**src/rtl/mitchell_mult_seq.sv**
```systemverilog
// mitchell_mult_seq
//   Sequential unsigned WIDTH x WIDTH multiplier with a runtime mode select.
//   mode=0 computes the exact product by iterative shift-add, one step per
//   cycle with the multiplier LSB first. mode=1 computes the Mitchell
//   logarithmic approximation in two cycles.
//
//   Handshake: a transfer happens on a rising edge where valid && ready.
//   Operands transfer when in_valid && in_ready, and in_ready is high only in IDLE.
//   The result transfers when out_valid && out_ready. p and p_mode are held until then.
//
// Ports
//   clk, rst             clock, asynchronous active-high reset
//   in_valid / in_ready  operand handshake (a, b, mode sampled on accept)
//   mode                 0 = exact, 1 = Mitchell approximate
//   a, b                 unsigned operands, WIDTH bits
//   out_valid/out_ready  result handshake
//   p                    product, 2*WIDTH bits
//   p_mode               mode that produced p
module mitchell_mult_seq #(
    parameter int WIDTH  = 8,
    parameter int FRAC_W = WIDTH - 1
) (
    input  logic               clk,
    input  logic               rst,
    input  logic               in_valid,
    output logic               in_ready,
    input  logic               mode,
    input  logic [WIDTH-1:0]   a,
    input  logic [WIDTH-1:0]   b,
    output logic               out_valid,
    input  logic               out_ready,
    output logic [2*WIDTH-1:0] p,
    output logic               p_mode
);
    localparam int KW = (WIDTH > 1) ? $clog2(WIDTH) : 1;
    localparam int PW = FRAC_W + 2 + 2 * WIDTH;
    localparam logic [KW-1:0] LAST_STEP = KW'(WIDTH - 1);

    typedef enum logic [1:0] {IDLE, EXACT, MITCH, DONE} state_t;
    state_t state;

    // exact datapath
    logic [2*WIDTH-1:0] acc;
    logic [2*WIDTH-1:0] mcand;
    logic [WIDTH-1:0]   mplier;
    logic [KW-1:0]      cnt;
    logic [2*WIDTH-1:0] acc_next;

    // Mitchell datapath
    logic [WIDTH-1:0]   op_a;
    logic [WIDTH-1:0]   op_b;
    logic [KW-1:0]      ka;
    logic [KW-1:0]      kb;
    logic [FRAC_W-1:0]  xa;
    logic [FRAC_W-1:0]  xb;
    logic               zero_op;
    logic [FRAC_W:0]    s_sum;
    logic [KW:0]        k_sum;
    logic [PW-1:0]      mant;
    logic [PW-1:0]      scaled;
    logic [2*WIDTH-1:0] mitch_p;

    // Position of the most significant set bit (0 when v == 0).
    function automatic logic [KW-1:0] lod(input logic [WIDTH-1:0] v);
        logic [KW-1:0] k;
        k = '0;
        for (int i = 0; i < WIDTH; i++)
            if (v[i]) k = KW'(i);
        return k;
    endfunction

    // Fraction bits below the leading one, left-aligned to FRAC_W bits.
    // Bits shifted out at the bottom are truncated. The leading one lands
    // at bit FRAC_W and is dropped by the narrowing cast.
    function automatic logic [FRAC_W-1:0] frac(input logic [WIDTH-1:0] v,
                                               input logic [KW-1:0]    k);
        logic [WIDTH+FRAC_W-1:0] t;
        t = {v, {FRAC_W{1'b0}}} >> k;
        return FRAC_W'(t);
    endfunction

    always_comb begin
        acc_next = acc + (mplier[0] ? mcand : '0);
    end

    // Mantissa is (1+s) when s<1, or 2*s when s>=1. It has FRAC_W fraction
    // bits. Scaling by 2^(ka+kb) and dropping the fraction truncates toward zero.
    always_comb begin
        s_sum = {1'b0, xa} + {1'b0, xb};
        k_sum = {1'b0, ka} + {1'b0, kb};
        if (s_sum[FRAC_W])
            mant = {{(PW-FRAC_W-2){1'b0}}, s_sum, 1'b0};
        else
            mant = {{(PW-FRAC_W-1){1'b0}}, s_sum} | (PW'(1) << FRAC_W);
        scaled  = mant << k_sum;
        mitch_p = (2*WIDTH)'(scaled >> FRAC_W);
    end

    always_ff @(posedge clk or posedge rst) begin
        if (rst) begin
            state     <= IDLE;
            in_ready  <= 1'b1;
            out_valid <= 1'b0;
            p         <= '0;
            p_mode    <= 1'b0;
            acc       <= '0;
            mcand     <= '0;
            mplier    <= '0;
            cnt       <= '0;
            op_a      <= '0;
            op_b      <= '0;
            ka        <= '0;
            kb        <= '0;
            xa        <= '0;
            xb        <= '0;
            zero_op   <= 1'b0;
        end else begin
            case (state)
                IDLE: begin
                    if (in_valid) begin
                        in_ready <= 1'b0;
                        acc      <= '0;
                        mcand    <= {{WIDTH{1'b0}}, a};
                        mplier   <= b;
                        op_a     <= a;
                        op_b     <= b;
                        cnt      <= '0;
                        state    <= mode ? MITCH : EXACT;
                    end
                end
                EXACT: begin
                    acc    <= acc_next;
                    mcand  <= mcand << 1;
                    mplier <= mplier >> 1;
                    cnt    <= cnt + 1'b1;
                    if (cnt == LAST_STEP) begin
                        p         <= acc_next;
                        p_mode    <= 1'b0;
                        out_valid <= 1'b1;
                        state     <= DONE;
                    end
                end
                MITCH: begin
                    if (cnt == '0) begin
                        // first cycle: leading-one detect and fraction extraction
                        ka      <= lod(op_a);
                        kb      <= lod(op_b);
                        xa      <= frac(op_a, lod(op_a));
                        xb      <= frac(op_b, lod(op_b));
                        zero_op <= (op_a == '0) || (op_b == '0);
                        cnt     <= cnt + 1'b1;
                    end else begin
                        p         <= zero_op ? '0 : mitch_p;
                        p_mode    <= 1'b1;
                        out_valid <= 1'b1;
                        state     <= DONE;
                    end
                end
                DONE: begin
                    if (out_ready) begin
                        out_valid <= 1'b0;
                        in_ready  <= 1'b1;
                        state     <= IDLE;
                    end
                end
                default: state <= IDLE;
            endcase
        end
    end
endmodule

```
**config.mk**
```make
export PLATFORM = sky130hd
export DESIGN_NAME = mitchell_mult_seq
export DESIGN_NICKNAME = d
export VERILOG_FILES = /design/src/rtl/mitchell_mult_seq.sv
export SDC_FILE = /design/constraint.sdc
export NUM_CORES = 1
export LEC_CHECK = 0
export CAP_MARGIN = 20
export CELL_PAD_IN_SITES_DETAIL_PLACEMENT = 1
export CELL_PAD_IN_SITES_GLOBAL_PLACEMENT = 2
export CORE_MARGIN = 2
export CORE_UTILIZATION = 44
export CTS_CLUSTER_SIZE = 16
export DETAILED_ROUTE_END_ITERATION = 12
export DONT_BUFFER_PORTS = 1
export PLACE_DENSITY = 0.89
export SLEW_MARGIN = 10
export SYNTH_ARGS = -nofsm -noshare
export SYNTH_HDL_FRONTEND = slang
export SYNTH_SLANG_ARGS = --single-unit
export TNS_END_PERCENT = 100
```
**constraint.sdc**
```tcl
create_clock -name clk -period 8.2 [get_ports clk]
set_input_delay 0.82 -clock clk [delete_from_list [all_inputs] [get_ports clk]]
set_output_delay 0.82 -clock clk [all_outputs]
set_load 0.005 [all_outputs]
```
; ---- Yosys cells after proc, flatten, opt, wreduce, memory -nomap -nowiden
; Cells that the tools add are included.
[classes]
n_addsub = 4
n_eq_ne = 9
shifts = 3
mux = 48
n_reduce_logical = 18
[ops]
columns = operator, n
row1 = 16-bit two-way mux, 6
row2 = 16-bit one-hot mux with 2 select lines, 3
row3 = 3-bit two-way mux, 18
row4 = 15-bit by 3-bit right shift with 7-bit output, 2
row5 = 25-bit by 4-bit left shift with 23-bit output, 1
row6 = 16-bit adder, 1
row7 = 8-bit logical NOT, 2
row8 = 8-bit one-hot mux with 2 select lines, 1
row9 = 2-bit two-way mux, 5
row10 = "2-bit != test, second input constant", 5
row11 = 9-bit two-way mux, 1
row12 = 3-bit one-hot mux with 3 select lines, 1
row13 = 3-bit AND reduction, 3
row14 = 7-bit by 7-bit adder with 8-bit output, 1
row15 = 1-bit two-way mux, 8
row16 = 8-bit two-way mux, 1
row17 = 2-bit one-hot mux with 4 select lines, 1
row18 = 4-bit AND reduction, 2
row19 = 2-bit AND reduction, 3
row20 = 2-bit nonzero test, 3
row21 = 3-bit nonzero test, 2
row22 = 3-bit by 3-bit adder with 4-bit output, 1
row23 = "2-bit equality test, second input constant", 2
row24 = 1-bit one-hot mux with 2 select lines, 2
row25 = 7 further kinds, 7
[word_totals]
regBits = 101
in_bits = 21
out_inout_bits = 19
elab_cells = 98

; ---- Logic depth before layout (Yosys ltp)
[depth]
ltp_word = 10
ltp_mapped = 11
ltp_nobuf = 11

; ---- Worst setup path after synthesis
; No wires, ideal clock.
[synth_path]
kind = reg2reg
startpoint = reg xa[1]
endpoint = reg p[8]
setup_ns = 0.065
arrival_ns = 2.793
required_ns = 8.135
setup_slack_ns = 5.342
path_stages_with_launch = 10
path_buffers = 0
synth_period_minus_slack_ns = 2.858
path_cell_list = dfrtp_1 ha_1 a211o_1 a2111oi_4 nor2_1 mux2i_1 mux2_2 mux4_2 o21ai_2 o221a_2
[synth_via]
elab_chain_len = 6
[synth_rtl]
columns = item, line_no
row1 = "start, declared", 54  ; logic [FRAC_W-1:0] xa;
row2 = "start signal, assigned", 148  ; xa <= frac(op_a, lod(op_a));
row3 = 7-bit by 7-bit adder with 8-bit output, 89  ; s_sum = {1'b0, xa} + {1'b0, xb};
row4 = 9-bit two-way mux, 91  ; if (s_sum[FRAC_W])
row5 = 25-bit by 4-bit left shift with 23-bit output, 95  ; scaled = mant << k_sum;
row6 = 16-bit two-way mux, 153  ; p <= zero_op ? '0 : mitch_p;
row7 = 16-bit two-way mux, 144  ; if (cnt == '0) begin
row8 = 16-bit one-hot mux with 2 select lines, 118  ; case (state)
row9 = "end signal, assigned", 137  ; p <= acc_next;
row10 = "end signal, assigned", 153
row11 = "end, declared", 32  ; output logic [2*WIDTH-1:0] p,
; Every way passes these cells. The select of a mux whose other input is x is not followed.
; A chain may end at the register's enable or synchronous reset.

; ---- Final worst setup path
[layout_path]
startpoint = reg xb[0]
endpoint = reg p[4]
[layout_via]
elab_chain_len = 6
[layout_rtl]
columns = item, line_no
row1 = "start, declared", 55  ; logic [FRAC_W-1:0] xb;
row2 = "start signal, assigned", 149  ; xb <= frac(op_b, lod(op_b));
row3 = 7-bit by 7-bit adder with 8-bit output, 89
row4 = 9-bit two-way mux, 91
row5 = 25-bit by 4-bit left shift with 23-bit output, 95
row6 = 16-bit two-way mux, 153
row7 = 16-bit two-way mux, 144
row8 = 16-bit one-hot mux with 2 select lines, 118
; Every way passes these cells. The select of a mux whose other input is x is not followed.

==> reports/metrics.cfg <==
[min_path]
holdCritPathClass=in -> async

[place]
port-buffer-count=0
detailedPlacementHpwl_um=12710
routabilityCongestion=0.8551

[clocking]
numCtsBuffers=9
clkTransAtPathRegs_ns=0.07
clock_tree_from_tritoncts=yes
cts.sinks=101
postCtsSetupRepairBufs=0
clk_path_buf_depth=2
latest_clock_arrival_within_the_worst_skew_pair_ns=0.36
htreeDepth=3
clockRootBuffer=clkbuf_16
cts_resized=0
cts_hold_buf=0

[worst_setup_path]
r2r_end=p[4]
reg2reg_setup_slack_ns=4.86
cp-startpoint=xb[0]
critPathKind=reg -> reg
cp_data_required_time_ns=8.42
startpoint_type=flop
cp-end-kind=flop
ff2ff_path_depth=10
worstReg2RegStart=xb[0]
worst-path-max-fanout=5
crit_end=p[4]
worst-endpoint-arrival_ns=3.56

[timing]
max_slew_vio_count=0
max-slew-margin-rel=0.3414
final_period_minus_worst_setup_slack_ns=3.342
final-hold-violation-count=0
worst_pin_slew_ns=0.9795
rsz_0062_raised_after_global_routing=no
fin_tns_setup_ns=0
max_clock_freq_mhz=299.2
min_period_over_period=0.4076
report.final.setup_viol=0
fin_skew_ns=0.01068

[routing]
detailroute.via_count=5107
detail_route.wirelength_um=16740
drt_iter0_markers=308
antenna_violating_nets_post_route=0
viasPerCell=6.087
drt_drc_violations_left=0
first_pass_iters=4
drt-wirelength-per-cell_um=19.95

[floorplan]
design.portCount=40
die_area_um2=15420
chipWidth_um=124.2
die_height_um=124.2
effective_utilization_at_floorplan=0.4544
row_count=43
placeableCoreArea_um2=13990

[layout]
antenna-diode-count=0
fraction_of_final_layout_cells_with_drive_strength_greater_than_1=0.09408
area_growth_syn_to_layout_pct=7.146
final_nets=711
layout_common_cells=dfrtp_1, nand2_1, o21ai_0, nor2_1, a21oi_1
most_frequent_standard_cell_in_the_layout_excluding_fill_and_tap_cells=dfrtp_1

[yosys]
netlist_area_um2=6356
synth_edf_count=0
postSynthCellCount=667
postSynthRegisterBits=101
asyncSetResetFlopFracSynth=1.000
syn-mean-instance-area_um2=9.529
yosys_warnings=0
sequential_to_total_area_share_from_yosys_stat=0.3978
synthesis.nets=724
postSynth.topFlopCell=dfrtp_1
synth_cell_type_count=72

[global_route]
grt_start_max_net_pins=75
grt_first_pass_wirelength_um=27640
grt_overflow_total=0
vias_in_the_first_global_route=5293
antenna_found_initial=0
global_route.usage.total=0.2311

[outcome]
outcome=completed

[job]
max_cap_viol_count=0

[metal layers]
layer  track usage  share of wire  vias to the layer above
met2        0.3798           0.48                       92
met4       0.05337          0.014                        0
li1              -              -                     2428
met3       0.07051          0.050                       19
met1        0.2992           0.46                     2568
met5             0              0                        -
[logic make-up after synthesis]
group | after synthesis | share of synthesized area
DFF | 101 | 0.3978
xor gates and xnor gates | 19 | 0.02618
buffers and inverters | 54 | 0.03307
and+or+nand+nor | 188 | 0.1392
muxes | 56 | 0.09902
adders and majority gates | 36 | 0.07441
AOI/OAI and AO/OA | 213 | 0.2303
[cell type report]
class                      instances  area, um2
multi-input combinational        512       3628
clock buffer                      11      232.7
inverter                          23      88.84
fill                            1605       7178
tap                              180      225.2
clock inverter                     5      43.79
sequential                       101       2529
timing repair buffer               7      62.56
[cell usage after synthesis (3+ instances only)]
library cell  count  area share
mux2i_1          28       0.044
o21bai_1          5      0.0059
o21ai_0          57       0.045
a2bb2oi_1         3      0.0041
o221ai_1          3      0.0041
nor3b_1           4      0.0047
nor3_1           13       0.010
a22o_1           27       0.037
o211ai_1          9       0.011
dfrtp_1         100        0.39
o31ai_1          13       0.015
clkbuf_1         26       0.015
and3_1            3      0.0030
and2_1           19       0.019
a21o_1            8      0.0094
mux2_2           25       0.044
a31oi_1           6      0.0059
a22oi_1           5      0.0059
fa_1              3      0.0094
mux4_2            3       0.011
inv_1            22       0.013
buf_2             3      0.0024
nand2b_1          8      0.0079
a211o_1           3      0.0041
a21oi_1          38       0.030
xnor2_1          14       0.019
xor2_1            5      0.0069
nor4_1            4      0.0039
a211oi_1          7      0.0083
nor2_1           40       0.024
nand3_1          13       0.010
ha_1             33       0.065
nand2_1          70       0.041
[how the worst min path moves through the flow]
stage	from	to	slack (ns)
after global placement	mplier[3]	mplier[3]	0.47
final	rst	p_mode	0.31
after CTS	rst	p_mode	0.31
after floorplan	mplier[1]	mplier[1]	0.45
after global routing	rst	p_mode	0.32
after detailed placement	mplier[4]	mplier[4]	0.47
[state kept, by name, indices dropped and copies added, names as in the netlist, 2 cells and up]
name    count
op_a        8
mplier      8
kb          3
cnt         3
acc        16
p          16
op_b        8
xa          7
ka          3
xb          7
state       2
mcand      16
[stage by stage]
step	setup WS, ns	utilization	instance area (um2)	instances	hold WS, ns
after floorplan	4.735	-	6356	667	0.4496
after global placement	5.098	0.4653	6509	821	0.4664
after detailed placement	4.873	0.4667	6529	822	0.4742
after CTS	4.854	0.4865	6805	838	0.3115
after global routing	4.567	0.4869	6810	839	0.3218
final	4.858	0.4869	6810	839	0.3124
[worst max-delay path, cell delays in order (launching register included)]
cell       delay (ns)
dfrtp_1          0.40
ha_1             0.23
fa_1             0.43
a211oi_1         0.33
or4b_1           0.20
o2111ai_2        0.21
a211oi_1         0.42
o32ai_1          0.16
a32o_1           0.25
a2111oi_0        0.48
nor2_1           0.10
Power is not shown: default switching activity piles up to over one toggle a cycle in this logic, so the estimate is an artifact.
